--- src/rtl/tcdm_master_shim.sv ---
// tcdm_master_shim
//   Per-requestor front-end for one TCDM crossbar input port. A one-entry
//   request register turns the core valid/ready stream into the crossbar
//   req/gnt protocol. A credit counter bounds accepted-but-unreturned
//   transactions, and an in-order response FIFO lets the core back-pressure
//   responses without losing data.
//
// Ports
//   clk_i, rst_ni                 clock, asynchronous active-low reset
//   req_valid_i / req_ready_o     core request handshake
//   req_add_i, req_wen_i, req_wdata_i   core request payload
//   resp_valid_o / resp_ready_i   core response handshake
//   resp_rdata_o                  FIFO head data
//   req_o, add_o, wen_o, wdata_o  crossbar request (from the request register)
//   gnt_i                         crossbar grant
//   vld_i, rdata_i                crossbar response (one pulse per grant)
//   outstanding_o                 current credit count

module tcdm_master_shim #(
  parameter int unsigned NumOut         = 4,
  parameter int unsigned ReqDataWidth   = 32,
  parameter int unsigned RespDataWidth  = 32,
  parameter int unsigned MaxOutstanding = 4,
  localparam int unsigned AddrW = (NumOut > 1) ? $clog2(NumOut) : 1,
  localparam int unsigned CntW  = $clog2(MaxOutstanding + 1)
) (
  input  logic                     clk_i,
  input  logic                     rst_ni,
  input  logic                     req_valid_i,
  output logic                     req_ready_o,
  input  logic [AddrW-1:0]         req_add_i,
  input  logic                     req_wen_i,
  input  logic [ReqDataWidth-1:0]  req_wdata_i,
  output logic                     resp_valid_o,
  input  logic                     resp_ready_i,
  output logic [RespDataWidth-1:0] resp_rdata_o,
  output logic                     req_o,
  output logic [AddrW-1:0]         add_o,
  output logic                     wen_o,
  output logic [ReqDataWidth-1:0]  wdata_o,
  input  logic                     gnt_i,
  input  logic                     vld_i,
  input  logic [RespDataWidth-1:0] rdata_i,
  output logic [CntW-1:0]          outstanding_o
);

  localparam int unsigned PtrW = (MaxOutstanding > 1) ? $clog2(MaxOutstanding) : 1;

  // Explicit wrap so non-power-of-two depths work.
  function automatic logic [PtrW-1:0] ptr_inc(input logic [PtrW-1:0] p);
    if (p == PtrW'(MaxOutstanding - 1)) begin
      return {PtrW{1'b0}};
    end else begin
      return p + PtrW'(1);
    end
  endfunction

  logic                     req_valid_r, req_valid_n_s;
  logic [AddrW-1:0]         add_r, add_n_s;
  logic                     wen_r, wen_n_s;
  logic [ReqDataWidth-1:0]  wdata_r, wdata_n_s;
  logic [CntW-1:0]          cnt_r, cnt_n_s;
  logic [CntW-1:0]          fill_r, fill_n_s;
  logic [PtrW-1:0]          rd_ptr_r, wr_ptr_r;
  logic [RespDataWidth-1:0] mem_r [MaxOutstanding];

  logic ready_s, accept_s, grant_s, push_s, pop_s, empty_s, full_s;

  assign empty_s  = (fill_r == {CntW{1'b0}});
  assign full_s   = (fill_r == CntW'(MaxOutstanding));
  // Ready looks through a same-cycle grant so back-to-back requests stream.
  assign ready_s  = (cnt_r < CntW'(MaxOutstanding)) && (!req_valid_r || gnt_i);
  assign accept_s = req_valid_i && ready_s;
  assign grant_s  = req_valid_r && gnt_i;
  // Credits make a full-FIFO push impossible; the gate only protects storage.
  assign push_s   = vld_i && !full_s;
  assign pop_s    = !empty_s && resp_ready_i;

  assign req_ready_o   = ready_s;
  assign req_o         = req_valid_r;
  assign add_o         = add_r;
  assign wen_o         = wen_r;
  assign wdata_o       = wdata_r;
  assign resp_valid_o  = !empty_s;
  assign resp_rdata_o  = mem_r[rd_ptr_r];
  assign outstanding_o = cnt_r;

  // Request register next state: load on accept, clear valid on a bare grant.
  always_comb begin
    req_valid_n_s = req_valid_r;
    add_n_s       = add_r;
    wen_n_s       = wen_r;
    wdata_n_s     = wdata_r;
    if (accept_s) begin
      req_valid_n_s = 1'b1;
      add_n_s       = req_add_i;
      wen_n_s       = req_wen_i;
      wdata_n_s     = req_wdata_i;
    end else if (grant_s) begin
      req_valid_n_s = 1'b0;
    end else begin
      req_valid_n_s = req_valid_r;
    end
  end

  // Credit and FIFO fill counters; simultaneous inc/dec cancel.
  always_comb begin
    cnt_n_s  = cnt_r;
    fill_n_s = fill_r;
    case ({accept_s, pop_s})
      2'b10:   cnt_n_s = cnt_r + CntW'(1);
      2'b01:   cnt_n_s = cnt_r - CntW'(1);
      default: cnt_n_s = cnt_r;
    endcase
    case ({push_s, pop_s})
      2'b10:   fill_n_s = fill_r + CntW'(1);
      2'b01:   fill_n_s = fill_r - CntW'(1);
      default: fill_n_s = fill_r;
    endcase
  end

  // Request register, counters and FIFO pointers.
  always_ff @(posedge clk_i or negedge rst_ni) begin
    if (!rst_ni) begin
      req_valid_r <= 1'b0;
      add_r       <= {AddrW{1'b0}};
      wen_r       <= 1'b0;
      wdata_r     <= {ReqDataWidth{1'b0}};
      cnt_r       <= {CntW{1'b0}};
      fill_r      <= {CntW{1'b0}};
      rd_ptr_r    <= {PtrW{1'b0}};
      wr_ptr_r    <= {PtrW{1'b0}};
    end else begin
      req_valid_r <= req_valid_n_s;
      add_r       <= add_n_s;
      wen_r       <= wen_n_s;
      wdata_r     <= wdata_n_s;
      cnt_r       <= cnt_n_s;
      fill_r      <= fill_n_s;
      rd_ptr_r    <= pop_s  ? ptr_inc(rd_ptr_r) : rd_ptr_r;
      wr_ptr_r    <= push_s ? ptr_inc(wr_ptr_r) : wr_ptr_r;
    end
  end

  // Response storage; cleared on reset so the head reads zero.
  always_ff @(posedge clk_i or negedge rst_ni) begin
    if (!rst_ni) begin
      for (int i = 0; i < int'(MaxOutstanding); i++) begin
        mem_r[i] <= {RespDataWidth{1'b0}};
      end
    end else if (push_s) begin
      mem_r[wr_ptr_r] <= rdata_i;
    end
  end

  tcdm_master_shim_chk u_chk (
    .clk_i     (clk_i),
    .rst_ni    (rst_ni),
    .vld       (vld_i),
    .fifo_full (full_s),
    .pop       (pop_s),
    .cnt_zero  (cnt_r == {CntW{1'b0}})
  );

endmodule

// tcdm_master_shim_chk
//   Protocol checks: a crossbar response into a full FIFO, or a core pop
//   with no credit in use, means the credit accounting has been broken.
// Ports: clk_i, rst_ni, vld, fifo_full, pop, cnt_zero (all 1 bit, inputs)
module tcdm_master_shim_chk (
  input logic clk_i,
  input logic rst_ni,
  input logic vld,
  input logic fifo_full,
  input logic pop,
  input logic cnt_zero
);

  a_no_overflow: assert property (@(posedge clk_i) disable iff (!rst_ni) !(vld && fifo_full))
    else $fatal(1, "tcdm_master_shim: response arrived while FIFO full");

  a_no_underflow: assert property (@(posedge clk_i) disable iff (!rst_ni) !(pop && cnt_zero))
    else $fatal(1, "tcdm_master_shim: pop with zero credits in use");

endmodule

--- config.mk ---
export PLATFORM = sky130hd
export DESIGN_NAME = tcdm_master_shim
export DESIGN_NICKNAME = d
export VERILOG_FILES = /design/src/rtl/tcdm_master_shim.sv
export SDC_FILE = /design/constraint.sdc
export NUM_CORES = 1
export LEC_CHECK = 0
export BUFFER_PORTS_ARGS = -buffer_cell sky130_fd_sc_hd__buf_2
export CAP_MARGIN = 5
export CELL_PAD_IN_SITES_DETAIL_PLACEMENT = 0
export CELL_PAD_IN_SITES_GLOBAL_PLACEMENT = 2
export CORE_MARGIN = 10
export CORE_UTILIZATION = 39
export CTS_CLUSTER_SIZE = 30
export DETAILED_ROUTE_END_ITERATION = 12
export MAX_ROUTING_LAYER = met4
export PLACE_DENSITY_LB_ADDON = 0.1
export REMOVE_ABC_BUFFERS = 1
export SLEW_MARGIN = 10
export SYNTH_ARGS = -nofsm -noshare
export SYNTH_HDL_FRONTEND = slang
export SYNTH_HIERARCHICAL = 1
export SYNTH_SLANG_ARGS = --single-unit
--- constraint.sdc ---
create_clock -name clk_i -period 2.3 [get_ports clk_i]
set_input_delay 0.46 -clock clk_i [delete_from_list [all_inputs] [get_ports clk_i]]
set_output_delay 0.46 -clock clk_i [all_outputs]
set_load 0.05 [all_outputs]
==> results of run 1 <==
-- worst max-delay path: stages, from the launching register on --
cell	delay, ps
dfrtp_2	440
buf_6	140
buf_16	130
mux4_2	540
buf_8	170
-- cell type report --
| type | instances | area (µm²) |
|---|---|---|
| multi-input combinational | 236 | 2940 |
| fill | 1604 | 9220 |
| tap | 260 | 325 |
| antenna | 3 | 7.51 |
| clock buffer | 17 | 425 |
| timing repair buffer | 172 | 1280 |
| sequential | 174 | 4360 |
| inverter | 10 | 37.5 |
| clock inverter | 15 | 234 |
-- kinds of logic after synthesis --
logic type               count (synthesis)
flip-flops                             174
adder cells (fa/ha/maj)                  9
AND/OR/NAND/NOR                         20
buffers and inverters                   34
XOR/XNOR                                 6
multiplexers                           201
-- layer usage --
metal	up-vias	share of wire	global-route usage
li1	1960	-	-
met1	2200	0.45	0.180
met2	119	0.48	0.232
met3	11	0.064	0.0510
met4	0	0.0090	0.0397
met5	-	0	-
-- flip-flops by register name, summed over array words and instances, names as in the netlist --
signal	cells
wen_o	1
outstanding_o	3
wdata_o	32
req_o	1
rd_ptr_r	2
mem_r	128
fill_r	3
add_o	2
wr_ptr_r	2
-- metrics by stage --
| step | setup slack [ps] | cells | instance area [µm²] | TNS (ps) |
|---|---|---|---|---|
| 2_1_floorplan | -2300 | 420 | 7300 | -112470 |
| 4_1_cts | -52.0 | 883 | 9520 | -859 |
| 5_1_grt | -90.3 | 886 | 9610 | -1600 |
| 3_5_place_dp | 296 | 844 | 8580 | 0 |
| 3_3_place_gp | 323 | 844 | 8580 | 0 |
| 6_report | -15.9 | 887 | 9610 | -50.8 |
-- timing repair --
item | in CTS | in global routing
setup endpoints to repair | 32 | 32
resized for setup | 51 | 27
gates cloned | 3 | 1
setup buffers | 4 | 0
-- layout by cell type, fill, tap and decap left out, drive strengths merged, types with 3 or more instances in the layout --
cell	count
buf	171
bufinv	5
clkbuf	18
clkinvlp	5
dfrtp	174
diode	3
ha	7
inv	13
mux2	167
mux4	32
nand2	5
nor2	9
xor2	4
-- worst paths after layout --
check,start,endpoint,slack (ps),cells after the start
max in group asynchronous,rst_ni,mem_r[0],1610,2
worst min-delay path,rst_ni,mem_r[113],30,1
worst min register to register,mem_r[58],mem_r[58],500,1
min in group clk_i,req_wdata_i[19],wdata_o[19],260,2
worst max register to register,fill_r[0],fill_r[1],320,7
worst max-delay path,rd_ptr_r[0],resp_rdata_o[23],-20,4
==> results by group, run 1 <==
STA
  – Setup Skew: 13.4 ps
  – Slew @ Worst Pin: 638 ps
  – Relative slew slack: 0.575
  – Final min period: 2320 ps
  – Setup violators final: 10
  – Fin. Hold Viols: 0
  – Hold slack: 27.6 ps
  – Fin crit share: 1.01
  – Max Clock Freq: 432 MHz
  – Pins over their slew limit: 0
  – Setup repair after global routing missed its margin: true
  – Min setup slack post-route: -15.9 ps

Critical path
  – Kind of critical path: reg2out
  – Worst path required time: 1840 ps
  – Worst Path Arrival: 1860 ps
  – Crit. End Element: primary output
  – Crit path max fanout: 5
  – Startpoint Class: register

Logic synthesis
  – Number of synthesized flops with an enable pin: 0
  – Async set-reset flop share out of synthesis: 1.00
  – Largest cells by area after synthesis: dfrtp_1 58%, mux2_2 25%, mux4_2 9.6%, buf_6 1.8%, ha_1 1.2%
  – Synthesized area: 7500 µm²
  – Post-synthesis simple-gate area fraction: 0.0138
  – Register area share after synthesis: 0.581
  – Synth Area in Compound Gates: 0
  – Syn_area_per_cell: 16.9 µm²
  – #FFs+latches synth: 174
  – Synth warn: 6
  – Most instantiated cells after synthesis: 174 x dfrtp_1, 167 x mux2_2, 32 x mux4_2, 12 x buf_6, 10 x inv_1
  – Synth cell types: 21
  – Synthesized netlist cell count: 444
  – Main flop type after synthesis: dfrtp_1
  – XOR/XNOR share of the synthesized area: 0.00701
  – Area leader, netlist: dfrtp_1
  – Adder-cell share of the synthesized area: 0.0170
  – Most frequent cell after synthesis: dfrtp_1
  – Largest family of logic cells by synthesized area: multiplexers
  – Post-synth top area share: 0.581
  – Mux contribution to synthesized area: 0.350

Outcome
  – Status: finished, violations left
  – Failing checks: negative setup slack

Clock tree
  – Skew-Pair Late Insertion Delay: 420 ps
  – Clock transition at path regs: 70 ps
  – Num CTS Buffers: 17
  – Max clock buf depth: 2
  – CTS root buf: clkbuf_16
  – Hold buffer count at cts: 0
  – H-tree depth: 4
  – Clock sink count: 174
  – CTS tree: yes

Finish
  – # nets final: 693
  – P&R area growth vs syn: 28.1%
  – Post-layout util: 0.510
  – Layout cell share with drive strength beyond 1: 0.660

Drt
  – Vias: 4,290
  – Routed wire length: 17,300 µm
  – Drt pass-1 iters: 4
  – # DRC: 0
  – Wire per inst: 19.5 µm
  – DR iter-0 viols: 154
  – DR vias/cell: 4.84
  – Detail Route Antenna Nets: 0

Die
  – Chip height: 159 µm
  – Die X: 159 µm
  – CORE AREA: 18,800 µm²
  – # rows: 50
  – Full die area: 25,200 µm²
  – Io pins: 146
  – Starting density of the core: 0.398

Placement
  – Dpl hpwl: 11,400 µm
  – Port bufs: 145
  – Final GP Congestion: 0.710

Global routing
  – Grt total ovfl: 0
  – Antenna violations before repair: 2
  – Largest net degree at the start of global routing: 65
  – Overall Global Routing Usage: 0.148
  – Vias in the first global route: 5,042
  – Global-route wire length before repair: 27,600 µm

Hold path
  – Hold Path Class: in2async

Run
  – Number of max-cap violations: 0
Power of run 1 is left out: the tool's default activity adds up to more than one toggle a clock period on the data nets, which glitch-free logic cannot reach.
==> run 2, diff against run 1 <==
==> constraint.sdc (replaced) <==
create_clock -name clk_i -period 2.3 [get_ports clk_i]
set_input_delay 0.115 -clock clk_i [delete_from_list [all_inputs] [get_ports clk_i]]
set_output_delay 0.115 -clock clk_i [all_outputs]
set_load 0.05 [all_outputs]
==> run 2 against run 1 <==
Against the previous run:
- the flow now finishes without violations
- die area unchanged
- routed wire length decreased by 2.2%
- design area increased by 2.6%
- clock skew decreased by 3.9 ps
- global-route usage decreased by 0.32 points
- cell count increased by 6.2%
- count of clock-buffer cells in the layout increased by 1
- non-clock buffer count increased by 58
- fmax increased by 7.6%
- critical path type unchanged
- largest cell class unchanged
==> results by group, run 2 (same netlist as run 1, synthesis figures left out) <==
Outcome
  – Status: completed

Finish
  – Largest register by flop count: mem_r
  – Most common cell after layout, fill and taps aside: dfrtp_1
  – Layout cell share with drive strength beyond 1: 0.589 (-0.0708)
  – Most frequent cells in the layout: 172 x dfrtp_1, 167 x mux2_2, 144 x buf_2, 68 x dlygate4sd3_1, 32 x mux4_2
  – Max reg flops: 128 (unchanged)
  – P&R area growth vs syn: 31.5%
  – Fill cells: 1,564 (-2.5%)
  – # nets final: 751 (+8.4%)
  – Post-layout util: 0.524 (+0.0135)
  – Register area: 4360 µm² (about the same)
  – # diodes: 0 (-3)
  – Post-route insts no fill: 942 (+6.2%)
  – Multi-input gate area: 2940 µm² (unchanged)

STA
  – Max Clock Freq: 464 MHz (+7.6%)
  – Setup Skew: 9.53 ps (-3.87 ps)
  – Final min period: 2150 ps (-163 ps)
  – Min setup slack post-route: 147 ps (+163 ps)
  – Fin. Hold Viols: 0 (unchanged)
  – Pins over their slew limit: 0 (unchanged)
  – Fin crit share: 0.936 (-0.0708)
  – Relative slew slack: 0.667 (+0.0928)
  – Setup violators final: 0 (-10)
  – Slew @ Worst Pin: 499 ps (-139 ps)
  – Setup repair after global routing missed its margin: false

Placement
  – Final GP Congestion: 0.722 (+1.7%)
  – Inst Count DP: 842 (-0.24%)
  – Port bufs: 145 (unchanged)
  – Dpl ws: 322 ps (+25.5 ps)
  – Dpl hpwl: 11,500 µm (+1.4%)

Critical path
  – Worst path required time: 2180 ps (+340 ps)
  – Worst Path Arrival: 2040 ps (+180 ps)
  – Kind of critical path: reg2out
  – Crit path max fanout: 21 (+16)
  – CP bufs+invs: 2 (-1)
  – Worst path max stage delay: 560 ps (+20 ps)
  – Startpoint Class: register
  – Cells along the critical path: buf_12 > mux4_2 > buf_2
  – Worst path slowest cell: dfrtp_4
  – Cell family with most CP delay: flip-flops
  – Crit. End Element: primary output
  – Internal reg-to-reg setup slack: 320 ps (about the same)

Drt
  – DR iter-0 viols: 158 (+2.6%)
  – Routed wire length: 16,900 µm (-2.2%)
  – DR vias/cell: 4.81 (-0.51%)
  – Detail Route Antenna Nets: 0 (unchanged)
  – Drt pass-1 iters: 4 (unchanged)
  – # DRC: 0 (unchanged)
  – Wire per inst: 18.0 µm (-7.9%)
  – Vias: 4,533 (+5.7%)

Die
  – # rows: 50 (unchanged)
  – Starting density of the core: 0.398 (unchanged)
  – CORE AREA: 18,800 µm² (unchanged)
  – Io pins: 146 (unchanged)
  – Full die area: 25,200 µm² (unchanged)
  – Die X: 159 µm (unchanged)
  – Chip height: 159 µm (unchanged)

Clock tree
  – Clock sink count: 174 (unchanged)
  – Post-CTS Setup Repair Bufs: 0 (-4)
  – CTS tree: yes
  – CTS root buf: clkbuf_16
  – Clock transition at path regs: 70 ps (about the same)
  – Num CTS Buffers: 17 (unchanged)
  – Skew-Pair Late Insertion Delay: 420 ps (about the same)
  – Max clock buf depth: 2 (unchanged)
  – H-tree depth: 4 (unchanged)

Hold path
  – Hold Path Class: in2reg

Global routing
  – Largest net degree at the start of global routing: 52 (-20%)
  – Grt total ovfl: 0 (unchanged)
  – Vias in the first global route: 5,244 (+4.0%)
  – Busiest layer in global routing: met2
  – Met3 Use GR: 0.0367 (-0.0143)
  – Met2 Track Usage GR: 0.225 (-0.00681)
  – Antenna violations before repair: 0 (-2)
  – Global-route wire length before repair: 27,500 µm (-0.50%)
  – Overall Global Routing Usage: 0.145 (-0.00324)
  – Met1 usage: 0.184 (+0.00453)

Run
  – Number of max-cap violations: 0 (unchanged)
## run 2: cell types whose count changed in the layout (fill, tap and decap cells not counted), moves of 2 or more
cell,before,now
bufinv_16,5,2
diode_2,3,0
inv_6,2,4
buf_6,31,1
clkinvlp_4,5,2
dlygate4sd3_1,0,68
buf_4,18,12
clkinv_2,0,3
buf_8,2,0
buf_16,3,0
buf_2,112,144
## run 2: path summary, 6_finish.rpt
| check | endpoint | depth (start not counted) | from |
|---|---|---|---|
| max | resp_rdata_o[16] | 3 | rd_ptr_r[0] |
| min | rd_ptr_r[1] | 3 | resp_ready_i |
| max reg2reg | fill_r[2] | 8 | fill_r[0] |
| min reg2reg | fill_r[2] | 1 | fill_r[2] |
| max in group asynchronous | mem_r[84] | 3 | rst_ni |
| min in group asynchronous | mem_r[120] | 2 | rst_ni |
## run 2: layer usage
metal,vias to the layer above,routed length (µm)
met5,-,0
met4,0,160
met3,11,822
met2,116,8090
met1,2333,7850
li1,2073,-
## run 2: stage by stage
step	area [µm²]	TNS, ps	hold WS, ps
floorplan	7300	-101430	-181
global placement	8580	0	94.9
detailed placement	8580	0	99.5
CTS	9860	0	117
global route	9860	0	147
finish	9860	0	130
## run 2: area by class of cell
cell class,instances,area share
multi-input cells,236,0.298
clock inverters,14,0.0161
inverters,10,0.00381
flip-flops and latches,174,0.442
repair buffers,230,0.163
well taps,260,0.0330
clock buffers,18,0.0445
## run 2: repair_timing
action | CTS | global route
hold buffers | 68 | 0
gates resized for setup | 0 | 1
hold endpoints to repair | 210 | 0
setup endpoints to repair | 0 | 1
## run 2: worst register-to-register path: stages, from the launching register on
cell and delay [ps]:
dfrtp_1 440, nor3b_4 190, nand2b_1 210, ha_1 210, inv_1 60, fa_1 370, xor2_1 150, nor2_1 120
xor2_1 160
Power of run 2 is left out for the same reason.
